**src/rtl/axis_packet_generator.sv**
```systemverilog
// axis_packet_generator: framed AXI4-Stream traffic source with programmable length, count and gap.
// Define AXIS_PACKET_GENERATOR_LFSR_EN to build the 32-bit LFSR data mode (mode 2); otherwise mode 2 counts.
module axis_packet_generator #(
    parameter int AXIS_DATA_WIDTH = 32,
    parameter int LEN_WIDTH       = 16,
    parameter int GAP_WIDTH       = 8,
    parameter int NUM_WIDTH       = 16
) (
    input  logic                         clk_i,
    input  logic                         a_rst_n_i,
    input  logic                         enable_i,
    input  logic [LEN_WIDTH-1:0]         pkt_len_i,
    input  logic [GAP_WIDTH-1:0]         gap_i,
    input  logic [NUM_WIDTH-1:0]         pkt_num_i,
    input  logic [1:0]                   mode_i,
    input  logic [AXIS_DATA_WIDTH-1:0]   seed_i,
    output logic [AXIS_DATA_WIDTH-1:0]   m_axis_tdata_o,
    output logic [AXIS_DATA_WIDTH/8-1:0] m_axis_tkeep_o,
    output logic                         m_axis_tvalid_o,
    output logic                         m_axis_tlast_o,
    input  logic                         m_axis_tready_i,
    output logic                         busy_o,
    output logic                         done_o,
    output logic [NUM_WIDTH-1:0]         pkt_cnt_o
);
    localparam int BYTES = AXIS_DATA_WIDTH / 8;
    localparam int LOG2B = $clog2(BYTES);
    localparam logic [LEN_WIDTH-1:0]       LEN_ONE   = LEN_WIDTH'(1);
    localparam logic [LEN_WIDTH-1:0]       BYTE_MASK = LEN_WIDTH'(BYTES - 1);
    localparam logic [NUM_WIDTH-1:0]       NUM_ONE   = NUM_WIDTH'(1);
    localparam logic [GAP_WIDTH-1:0]       GAP_ONE   = GAP_WIDTH'(1);
    localparam logic [AXIS_DATA_WIDTH-1:0] DATA_ONE  = AXIS_DATA_WIDTH'(1);

    typedef enum logic [1:0] {S_IDLE, S_SEND, S_GAP, S_DONE} state_t;

    state_t                       r_state, w_state_nxt;
    logic [LEN_WIDTH-1:0]         r_beats_m1, r_beat, w_beat_nxt;
    logic [BYTES-1:0]             r_keep_last;
    logic [GAP_WIDTH-1:0]         r_gap, r_gap_cnt, w_gap_cnt_nxt;
    logic [NUM_WIDTH-1:0]         r_num, r_pkt_cnt, w_pkt_cnt_nxt, w_cnt_inc;
    logic [1:0]                   r_mode;
    logic [AXIS_DATA_WIDTH-1:0]   r_data, w_data_nxt, w_seed_data;
    logic [BYTES-1:0]             r_tkeep, w_tkeep_nxt;
    logic                         r_tvalid, w_tvalid_nxt, r_tlast, w_tlast_nxt;
    logic                         r_busy, r_done;

    logic [LEN_WIDTH-1:0]         w_len_m1, w_rem_m1, w_beats_m1_in, w_cur_beats_m1;
    logic [BYTES-1:0]             w_keep_in, w_cur_keep;
    logic                         w_accept, w_last, w_run_done, w_cfg_load, w_pkt_start;

    // Length 0 counts as 1; beats-1 = floor((len-1)/BYTES), final keep covers ((len-1) mod BYTES)+1 bytes.
    always_comb begin
        w_len_m1 = (pkt_len_i == '0) ? '0 : pkt_len_i - LEN_ONE;
        w_rem_m1 = w_len_m1 & BYTE_MASK;
        for (int b = 0; b < BYTES; b++)
            w_keep_in[b] = (LEN_WIDTH'(b) <= w_rem_m1);
    end
    assign w_beats_m1_in = w_len_m1 >> LOG2B;

    assign w_accept   = r_tvalid & m_axis_tready_i;
    assign w_last     = (r_beat == r_beats_m1);
    assign w_cnt_inc  = r_pkt_cnt + NUM_ONE;
    assign w_run_done = (r_num != '0) && (w_cnt_inc == r_num);
    assign w_cfg_load = (r_state == S_IDLE) && enable_i;

`ifdef AXIS_PACKET_GENERATOR_LFSR_EN
    logic [31:0] r_lfsr, w_lfsr_seed, w_lfsr_step;

    function automatic logic [AXIS_DATA_WIDTH-1:0] lfsr_rep(input logic [31:0] v);
        logic [AXIS_DATA_WIDTH-1:0] r;
        for (int i = 0; i < AXIS_DATA_WIDTH; i++) r[i] = v[i % 32];
        return r;
    endfunction

    always_comb begin
        w_lfsr_seed = '0;
        for (int i = 0; i < 32; i++)
            if (i < AXIS_DATA_WIDTH) w_lfsr_seed[i] = seed_i[i % AXIS_DATA_WIDTH];
        if (w_lfsr_seed == '0) w_lfsr_seed = 32'h1;
    end
    // Galois form of x^32+x^22+x^2+x+1
    assign w_lfsr_step = {1'b0, r_lfsr[31:1]} ^ (r_lfsr[0] ? 32'h8020_0003 : 32'h0);
    assign w_seed_data = (mode_i == 2'd2) ? lfsr_rep(w_lfsr_seed) : seed_i;

    always_ff @(posedge clk_i or negedge a_rst_n_i) begin
        if (!a_rst_n_i)                           r_lfsr <= 32'h1;
        else if (w_cfg_load)                      r_lfsr <= w_lfsr_seed;
        else if (w_accept && (r_mode == 2'd2))    r_lfsr <= w_lfsr_step;
    end
`else
    assign w_seed_data = seed_i;
`endif

    always_ff @(posedge clk_i or negedge a_rst_n_i) begin
        if (!a_rst_n_i) r_state <= S_IDLE;
        else            r_state <= w_state_nxt;
    end

    always_comb begin
        w_state_nxt = r_state;
        case (r_state)
            S_IDLE: if (enable_i) w_state_nxt = S_SEND;
            S_SEND: if (w_accept && w_last) begin
                if (w_run_done)       w_state_nxt = S_DONE;
                else if (!enable_i)   w_state_nxt = S_IDLE;
                else if (r_gap == '0) w_state_nxt = S_SEND;
                else                  w_state_nxt = S_GAP;
            end
            S_GAP:  if (r_gap_cnt <= GAP_ONE) w_state_nxt = enable_i ? S_SEND : S_IDLE;
            S_DONE: if (!enable_i) w_state_nxt = S_IDLE;
            default: w_state_nxt = S_IDLE;
        endcase
    end

    // A new packet starts on entry to SEND or on a back-to-back last-beat handshake.
    assign w_pkt_start    = (w_state_nxt == S_SEND) && ((r_state != S_SEND) || (w_accept && w_last));
    assign w_cur_beats_m1 = w_cfg_load ? w_beats_m1_in : r_beats_m1;
    assign w_cur_keep     = w_cfg_load ? w_keep_in : r_keep_last;

    always_comb begin
        w_data_nxt    = r_data;
        w_beat_nxt    = r_beat;
        w_gap_cnt_nxt = r_gap_cnt;
        w_pkt_cnt_nxt = r_pkt_cnt;
        w_tkeep_nxt   = r_tkeep;
        w_tlast_nxt   = r_tlast;
        w_tvalid_nxt  = r_tvalid;
        if (w_cfg_load) begin
            w_data_nxt    = w_seed_data;
            w_pkt_cnt_nxt = '0;
        end
        if (w_accept) begin
            case (r_mode)
                2'd1:    w_data_nxt = r_data;
`ifdef AXIS_PACKET_GENERATOR_LFSR_EN
                2'd2:    w_data_nxt = lfsr_rep(w_lfsr_step);
`endif
                default: w_data_nxt = r_data + DATA_ONE;
            endcase
            if (w_last) begin
                w_pkt_cnt_nxt = w_cnt_inc;
            end else begin
                w_beat_nxt  = r_beat + LEN_ONE;
                w_tlast_nxt = (w_beat_nxt == r_beats_m1);
                w_tkeep_nxt = w_tlast_nxt ? r_keep_last : '1;
            end
        end
        if (r_state == S_GAP) w_gap_cnt_nxt = r_gap_cnt - GAP_ONE;
        if ((r_state == S_SEND) && (w_state_nxt == S_GAP)) w_gap_cnt_nxt = r_gap;
        if (w_pkt_start) begin
            w_beat_nxt   = '0;
            w_tvalid_nxt = 1'b1;
            w_tlast_nxt  = (w_cur_beats_m1 == '0);
            w_tkeep_nxt  = w_tlast_nxt ? w_cur_keep : '1;
        end
        if (w_state_nxt != S_SEND) begin
            w_tvalid_nxt = 1'b0;
            w_tlast_nxt  = 1'b0;
            w_tkeep_nxt  = '0;
        end
        if (w_state_nxt == S_IDLE) w_data_nxt = '0;
    end

    always_ff @(posedge clk_i or negedge a_rst_n_i) begin
        if (!a_rst_n_i) begin
            r_beats_m1  <= '0;
            r_keep_last <= '0;
            r_gap       <= '0;
            r_num       <= '0;
            r_mode      <= '0;
            r_data      <= '0;
            r_beat      <= '0;
            r_gap_cnt   <= '0;
            r_pkt_cnt   <= '0;
            r_tkeep     <= '0;
            r_tlast     <= 1'b0;
            r_tvalid    <= 1'b0;
            r_busy      <= 1'b0;
            r_done      <= 1'b0;
        end else begin
            if (w_cfg_load) begin
                r_beats_m1  <= w_beats_m1_in;
                r_keep_last <= w_keep_in;
                r_gap       <= gap_i;
                r_num       <= pkt_num_i;
                r_mode      <= mode_i;
            end
            r_data    <= w_data_nxt;
            r_beat    <= w_beat_nxt;
            r_gap_cnt <= w_gap_cnt_nxt;
            r_pkt_cnt <= w_pkt_cnt_nxt;
            r_tkeep   <= w_tkeep_nxt;
            r_tlast   <= w_tlast_nxt;
            r_tvalid  <= w_tvalid_nxt;
            r_busy    <= (w_state_nxt != S_IDLE);
            r_done    <= (w_state_nxt == S_DONE);
        end
    end

    assign m_axis_tdata_o  = r_data;
    assign m_axis_tkeep_o  = r_tkeep;
    assign m_axis_tvalid_o = r_tvalid;
    assign m_axis_tlast_o  = r_tlast;
    assign busy_o          = r_busy;
    assign done_o          = r_done;
    assign pkt_cnt_o       = r_pkt_cnt;

endmodule
```
**config.mk**
```make
export PLATFORM = sky130hd
export DESIGN_NAME = axis_packet_generator
export DESIGN_NICKNAME = d
export VERILOG_FILES = /design/src/rtl/axis_packet_generator.sv
export SDC_FILE = /design/constraint.sdc
export NUM_CORES = 1
export LEC_CHECK = 0
export ABC_AREA = 1
export CAP_MARGIN = 20
export CORE_UTILIZATION = 59
export DETAILED_ROUTE_END_ITERATION = 8
export PLACE_DENSITY = 0.87
export SYNTH_ARGS = -nofsm -noshare
export SYNTH_HDL_FRONTEND = slang
export SYNTH_SLANG_ARGS = --single-unit
export TNS_END_PERCENT = 100
```
**constraint.sdc**
```tcl
create_clock -name clk_i -period 5.8 [get_ports clk_i]
set_clock_uncertainty 0.2 [all_clocks]
set_input_delay 1.16 -clock clk_i [delete_from_list [all_inputs] [get_ports clk_i]]
set_output_delay 1.16 -clock clk_i [all_outputs]
set_load 0.02 [all_outputs]
```
==> results.tsv, run 1 <==
metric	value	unit
fillers	1028	
worst skew pair latency	430	ps
CP Max Fanout	26	
first-pass GRT wire length	36990	um
critical path, cell by cell	clkdlybuf4s50_1 > nand2_1 > inv_2 > o21ai_1 > inv_2 > nor2_1 > buf_4 > inv_2 > o21ai_0 > nand2_1 > inv_1	
Area growth, synth to finish	24.52	%
fmax	252.3	MHz
Worst slew margin	0.3560	
Syn. warnings	0	
outcome	finished, final reports clean	
critical path's slowest cell	nand2_1	
register area share after synthesis	0.3886	
Crit path buffers/inverters	6	
hold crit path type	reg -> reg	
Core ar.	13450	sq um
final setup fails	0	
Die H	120.2	um
kind of cell adding the most delay to the critical path	buffers and inverters	
Vias	8135	
number of I/O port buffers	133	
vias in the first global route	7860	
Detail Route Antenna Nets	0	
Diodes inserted	0	
CTS tree	yes	
Yosys cell types	51	
Sink Count	128	
drt pass-1 iters	6	
minimum clock period	3963	ps
gpl congestion	0.9292	
routed len/inst	15.02	um
Critical Path Source Type	primary input	
critical path's most frequent cell	inv_2	
number of I/O pins	134	
width of the die	120.2	um
leakage	4.942	nW
Slew Limit Fails	0	
Critical Setup Path Class	in -> reg	
Initial Util	0.6126	
Slew @ Worst Pin	966.0	ps
VDD IR-drop max	301.5	uV
cell count after synthesis	1149	
Design Area, Final	10260	sq um
# resized after CTS	0	
share of post-route cells with drive strength above 1	0.05275	
Max-Cap Viols	0	
final WL	22000	um
initial antenna violation count	0	
DRT iter0 DRCs	764	
fin crit share	0.6833	
CTS Buffer Depth	2	
commonest cells after routing, fill and taps aside	nand2_1, inv_1, clkdlybuf4s50_1	
# hold bufs at CTS	0	
placed cell areas	9679	sq um
total chip power	4.562	mW
pwr dens	444.5	nW/um^2
TritonCTS Buffers	17	
Root Driver	clkbuf_16	
CP arrival	4120	ps
GR Util All Layers	0.3267	
Mapped Nets	1233	
pin count of the biggest net entering global routing	77	
Final Hold Fails	0	
worst path required time	5960	ps
die area	14450	sq um
setup bufs post-CTS	0	
#FFs+latches synth	128	
H-tree depth	4	
Fin Setup TNS	0	ps
Post-Syn Area per Cell	7.173	sq um
endpoint type of the worst setup path	flip-flop	
DP HPWL	15800	um
slowest stage delay, CP	440	ps
Mapped Area	8242	sq um
vias per cell	5.553	
Remaining DRCs	0	
RSZ-0062 raised after global routing	false	
commonest non-fill, non-tap cell in the layout	nand2_1	
post-layout net count	1360	
total gr overflow	0	
clock slew at reported path FFs	60	ps
num rows	42	
per-layer routing:
layer  part of all wire  wire length (um)  vias to the layer above  global-route usage
met3              0.066              1446                       50             0.07075
met4              0.028               607                        0              0.1375
met5                  0                 0                        -                   0
met1               0.41              9074                     3811              0.4115
met2               0.49             10870                      332              0.5427
li1                   -                 -                     3942                   -
tightest hold or removal path: stages, from the launching register on:
cell and delay (ps):
dfrtp_1 340, nand2_1 50, nand2_1 60
state kept, by name (all words and copies together), names as in the netlist, 2 cells and up:
register        cells
r_gap_cnt           8
r_gap               8
r_state             2
r_num              16
r_keep_last         4
pkt_cnt_o          16
m_axis_tdata_o     32
r_mode              2
m_axis_tkeep_o      4
r_beats_m1         16
r_beat             16
stage by stage:
stage	setup slack [ps]	util	hold slack [ps]	cells
floorplan	2527	-	242.3	1149
global placement	1650	0.7195	253.5	1433
detailed placement	1548	0.7195	265.7	1433
CTS	1931	0.7628	282.0	1465
global route	1611	0.7628	321.8	1465
finish	1837	0.7628	282.7	1465
logic make-up (layout without fill, tap and decap cells):
group	Yosys count	in the layout	share of synthesized area
simple gates	576	576	0.3010
buf+inv	202	342	0.09746
compound gates	154	154	0.1090
flops	128	128	0.3886
xor+xnor	79	79	0.08987
fa+ha+maj	6	6	0.009109
mux	4	4	0.004858
power by group:
| group | internal (mW) | total, mW | switching, mW |
|---|---|---|---|
| sequential | 1.23 | 1.59 | 0.364 |
| combinational | 0.816 | 1.92 | 1.10 |
| clock | 0.645 | 1.06 | 0.411 |
path summary, 6_finish.rpt:
kind / from / end / slack (ps) / cells past startpoint
max: m_axis_tready_i / m_axis_tdata_o[19]$_DFFE_PN0P_ / 1840 / 11
min: m_axis_tkeep_o[2]$_DFFE_PN0P_ / m_axis_tkeep_o[2]$_DFFE_PN0P_ / 280 / 2
max reg2reg: r_beats_m1[14]$_DFF_PN0_ / m_axis_tkeep_o[3]$_DFFE_PN0P_ / 2430 / 16
min reg2reg: m_axis_tkeep_o[2]$_DFFE_PN0P_ / m_axis_tkeep_o[2]$_DFFE_PN0P_ / 280 / 2
max in group asynchronous: a_rst_n_i / m_axis_tdata_o[15]$_DFFE_PN0P_ / 3780 / 2
min in group asynchronous: a_rst_n_i / m_axis_tdata_o[25]$_DFFE_PN0P_ / 680 / 1
layout make-up:
type	instances	area [sq um]	share of cell area
Multi-Input combinational cell	819	4240	0.4132
Tap cell	176	220.2	0.02146
Timing Repair Buffer	139	1374	0.1339
Clock buffer	20	446.7	0.04353
Clock inverter	12	136.4	0.01329
Inverter	171	641.9	0.06255
Sequential cell	128	3203	0.3121
cell usage after synthesis (all sizes together):
cell type,instances,area share
xor2,53,0.056
clkinv,1,0.00046
or4,2,0.0018
o21a,2,0.0018
a22oi,6,0.0055
dfrtp,128,0.39
nand3b,3,0.0027
a21o,1,0.00091
o22ai,15,0.011
a21oi,27,0.016
o31ai,1,0.00091
nor3,29,0.019
nor2,113,0.055
xnor2,23,0.025
nand4,25,0.019
a211o,1,0.0011
nor4,3,0.0023
o21bai,1,0.00091
xnor3,3,0.0082
mux2i,4,0.0049
a211oi,5,0.0046
buf,15,0.012
or2,4,0.0030
nand2,318,0.15
o2111ai,2,0.0021
ha,6,0.0091
clkbuf,16,0.0074
o2111a,1,0.0014
and2,2,0.0015
o211ai,14,0.013
nor3b,1,0.00091
o21ai,76,0.047
inv,170,0.077
nand3,76,0.048
a32oi,2,0.0021
No activity file was read; power rests on OpenSTA's default activity.
==> run 2, diff against run 1 <==
- CORE_UTILIZATION: 59 -> 49
- PLACE_DENSITY: 0.87 -> 0.77
- clock period: 5.8 -> 3.55 ns (I/O delays scaled with it)
==> results.tsv, run 2 (synthesized netlist as in run 1, its figures left out) <==
metric	value	unit
critical path, cell by cell	ha_1 > nand2_1 > nor2_2 > nand3_1 > nand2_1 > nand2_1 > nand2_1 > nand2_1 > nor2_1 > nand2_1 > nor2_1 > nand2_1 > nand2_1 > nand2_1 > nand2_1 > nand2_2 > nand2_4 > nand3_2 > o211ai_1 > inv_1	
first-pass GRT wire length	36210	um
GR Util All Layers	0.2597	
critical path's slowest cell	dfrtp_1	
TritonCTS Buffers	17	
leakage	5.001	nW
Max-Cap Viols	0	
# resized after CTS	0	
Area growth, synth to finish	26.60	%
Critical Setup Path Class	reg -> reg	
Critical Path Source Type	flip-flop	
post-place setup slack	94.68	ps
RSZ-0062 raised after global routing	false	
VDD IR-drop max	463.7	uV
total gr overflow	0	
Slew Limit Fails	0	
Worst slew margin	0.6276	
drt pass-1 iters	5	
post-layout net count	1367	
fmax	315.1	MHz
width of the die	131.7	um
GR Util met1	0.3333	
H-tree depth	4	
final worst setup slack	375.9	ps
vias per cell	5.212	
outcome	finished, final reports clean	
final setup fails	0	
minimum clock period	3174	ps
Root Driver	clkbuf_16	
DP HPWL	15560	um
CP arrival	3290	ps
routing usage on met3	0.05324	
initial antenna violation count	0	
total chip power	7.571	mW
Initial Util	0.4988	
slowest stage delay, CP	460	ps
vias in the first global route	7589	
gpl congestion	0.8845	
hold crit path type	in -> async	
number of I/O pins	134	
worst path required time	3670	ps
# hold bufs at CTS	0	
kind of cell adding the most delay to the critical path	simple AND/OR/NAND/NOR gates	
die area	17340	sq um
Sink Count	128	
setup bufs post-CTS	0	
Final Hold Fails	0	
Slew @ Worst Pin	554.9	ps
Diodes inserted	0	
final WL	21380	um
pwr dens	725.6	nW/um^2
routed len/inst	14.10	um
Remaining DRCs	0	
worst skew pair latency	430	ps
commonest cells after routing, fill and taps aside	nand2_1, inv_1, clkdlybuf4s50_1	
commonest non-fill, non-tap cell in the layout	nand2_1	
Fin Setup TNS	0	ps
endpoint type of the worst setup path	flip-flop	
CTS Buffer Depth	2	
gr busiest metal	met2	
share of post-route cells with drive strength above 1	0.05864	
Min Hold Slack	4.591	ps
Core ar.	16520	sq um
Die H	131.7	um
Vias	7902	
num rows	47	
number of I/O port buffers	133	
Crit path buffers/inverters	1	
fin crit share	0.8941	
CTS tree	yes	
pin count of the biggest net entering global routing	62	
GRT met2 Usage	0.4195	
CP Max Fanout	21	
DRT iter0 DRCs	449	
clock slew at reported path FFs	60	ps
Detail Route Antenna Nets	0	
critical path's most frequent cell	nand2_1	
max reg flops	32	
post-layout util	0.6314	
==> run 2: changes by cell type in the layout (fill, tap and decap cells not counted), sizes merged <==
cell | previous run | this run
clkinv | 7 | 2
clkbuf | 20 | 18
buf | 7 | 14
bufinv | 2 | 4
inv | 171 | 175
clkinvlp | 3 | 4
==> run 2: power breakdown <==
group,switching [mW],leakage [nW],internal (mW)
logic,1.75,3.07,1.34
registers,0.586,1.64,2.00
clock network,0.702,0.296,1.19
==> run 2: path summary, 6_finish.rpt <==
path	from	end	slack, ps	depth (start not counted)
setup / recovery	pkt_cnt_o[0]$_DFF_PN0_	r_beat[4]$_DFFE_PN0P_	380	20
hold / removal	a_rst_n_i	m_axis_tdata_o[27]$_DFFE_PN0P_	5	1
setup reg to reg	pkt_cnt_o[0]$_DFF_PN0_	r_beat[4]$_DFFE_PN0P_	380	20
hold reg to reg	m_axis_tlast_o$_DFFE_PN0P_	m_axis_tlast_o$_DFFE_PN0P_	290	2
max in group asynchronous	a_rst_n_i	r_beats_m1[8]$_DFF_PN0_	2310	2
min in group clk_i	m_axis_tlast_o$_DFFE_PN0P_	m_axis_tlast_o$_DFFE_PN0P_	290	2
==> run 2: through the flow <==
stage / instances / instance area [sq um]
finish: 1516 / 10430
global route: 1516 / 10430
CTS: 1516 / 10430
detailed placement: 1484 / 9799
global placement: 1484 / 9799
floorplan: 1149 / 8242
==> run 2: cell type report <==
| class | count | area (sq um) |
|---|---|---|
| inverters | 171 | 641.9 |
| clock buffers | 18 | 429.2 |
| multi-input cells | 819 | 4240 |
| clock inverters | 14 | 205.2 |
| repair buffers | 146 | 1439 |
| flip-flops and latches | 128 | 3203 |
| well taps | 220 | 275.3 |
| fillers | 1407 | 6091 |
==> run 2: per-layer routing <==
layer	wire [um]	share of wire
met5	0	0
met4	711	0.033
met3	1051	0.049
met2	10210	0.48
met1	9407	0.44
==> run 3, diff against run 2 <==
- CORE_MARGIN: unset -> 2
- TNS_END_PERCENT: 100 -> unset
==> results.tsv, run 3 (synthesized netlist as in run 1, its figures left out) <==
metric	value	unit
pwr dens	724.7	nW/um^2
slowest stage delay, CP	460	ps
Vias	7833	
# hold bufs at CTS	0	
critical path's most frequent cell	nand2_1	
width of the die	133.7	um
initial antenna violation count	0	
TritonCTS Buffers	17	
die area	17870	sq um
Sink Count	128	
Die H	133.7	um
drt pass-1 iters	5	
outcome	finished, final reports clean	
Slew Limit Fails	0	
leakage	5.004	nW
critical path, cell by cell	ha_1 > nand2_1 > nor2_2 > nand3_1 > nand2_1 > nand2_1 > nand2_1 > nand2_1 > nor2_1 > nand2_1 > nor2_1 > nand2_1 > nand2_1 > nand3_1 > nand2_2 > nand4_1 > nor2_1 > o21ai_1	
placed cell areas	9792	sq um
DP HPWL	15720	um
share of post-route cells with drive strength above 1	0.05792	
vias in the first global route	7440	
Critical Setup Path Class	reg -> reg	
Area growth, synth to finish	26.52	%
GR Util All Layers	0.2481	
vias per cell	5.170	
total gr overflow	0	
Crit path buffers/inverters	0	
post-layout net count	1366	
Detail Route Antenna Nets	0	
commonest non-fill, non-tap cell in the layout	nand2_1	
VDD IR-drop max	467.0	uV
Slew @ Worst Pin	698.7	ps
num rows	47	
first-pass GRT wire length	35670	um
number of I/O pins	134	
Root Driver	clkbuf_16	
number of I/O port buffers	133	
Fin Setup TNS	0	ps
hold crit path type	in -> async	
CP arrival	3270	ps
Final Hold Fails	0	
final WL	21480	um
RSZ-0062 raised after global routing	false	
CTS tree	yes	
Design Area, Final	10430	sq um
gpl congestion	0.8884	
minimum clock period	3172	ps
routed len/inst	14.18	um
kind of cell adding the most delay to the critical path	simple AND/OR/NAND/NOR gates	
final setup fails	0	
worst skew pair latency	420	ps
max reg flops	32	
Max-Cap Viols	0	
critical path's slowest cell	dfrtp_1	
Initial Util	0.4988	
commonest cells after routing, fill and taps aside	nand2_1, inv_1, clkdlybuf4s50_1	
clock slew at reported path FFs	60	ps
fin crit share	0.8934	
fmax	315.3	MHz
Critical Path Source Type	flip-flop	
Diodes inserted	0	
setup bufs post-CTS	0	
CP Max Fanout	11	
# resized after CTS	0	
CTS Buffer Depth	2	
DRT iter0 DRCs	544	
Core ar.	16520	sq um
pin count of the biggest net entering global routing	56	
Remaining DRCs	0	
endpoint type of the worst setup path	flip-flop	
Worst slew margin	0.5342	
H-tree depth	4	
worst path required time	3650	ps
[run 3: cell count changes in the layout (fill, tap and decap cells not counted), sizes merged]
cell and change:
clkinvlp -2, inv -3, clkbuf +1, clkinv +4, buf -1
[run 3: final timing paths]
| path | to | slack, ps | cells after the start | from |
|---|---|---|---|---|
| max in group asynchronous | r_beat[7]$_DFFE_PN0P_ | 2280 | 2 | a_rst_n_i |
| min reg2reg | r_mode[1]$_DFFE_PN0P_ | 280 | 2 | r_mode[1]$_DFFE_PN0P_ |
| max | r_gap_cnt[4]$_DFFE_PN0P_ | 380 | 18 | pkt_cnt_o[0]$_DFF_PN0_ |
| max reg2reg | r_gap_cnt[4]$_DFFE_PN0P_ | 380 | 18 | pkt_cnt_o[0]$_DFF_PN0_ |
| min in group clk_i | r_mode[1]$_DFFE_PN0P_ | 280 | 2 | r_mode[1]$_DFFE_PN0P_ |
| min | m_axis_tdata_o[23]$_DFFE_PN0P_ | 130 | 1 | a_rst_n_i |
[run 3: power by group]
group | internal, mW | switching (mW)
sequential | 2.00 | 0.581
clock | 1.20 | 0.670
combinational | 1.34 | 1.76
[run 3: layout make-up]
class	instances	area [sq um]
fillers	1460	6097
multi-input cells	819	4248
flip-flops and latches	128	3203
repair buffers	145	1431
inverters	171	641.9
clock buffers	19	442.9
well taps	220	275.3
clock inverters	13	185.2
[run 3: metrics by stage]
step | power, mW | hold slack, ps | worst slack (ps) | cells | util
final | 7.557 | 125.5 | 378.3 | 1515 | 0.6310
after global routing | 8.088 | 179.2 | 54.72 | 1515 | 0.6310
after CTS | 7.575 | 155.0 | 353.8 | 1515 | 0.6306
after detailed placement | 5.660 | 269.3 | 52.64 | 1483 | 0.5926
after global placement | 5.583 | 254.1 | 203.7 | 1483 | 0.5926
after floorplan | 4.555 | 214.4 | 726.6 | 1149 | -
[run 3: routing by layer]
layer / vias to the layer above / track usage / routed length [um]
li1: 3947 / - / -
met1: 3660 / 0.3230 / 9658
met2: 189 / 0.4164 / 10420
met3: 37 / 0.05632 / 1007
met4: 0 / 0.07033 / 393
met5: - / 0 / 0
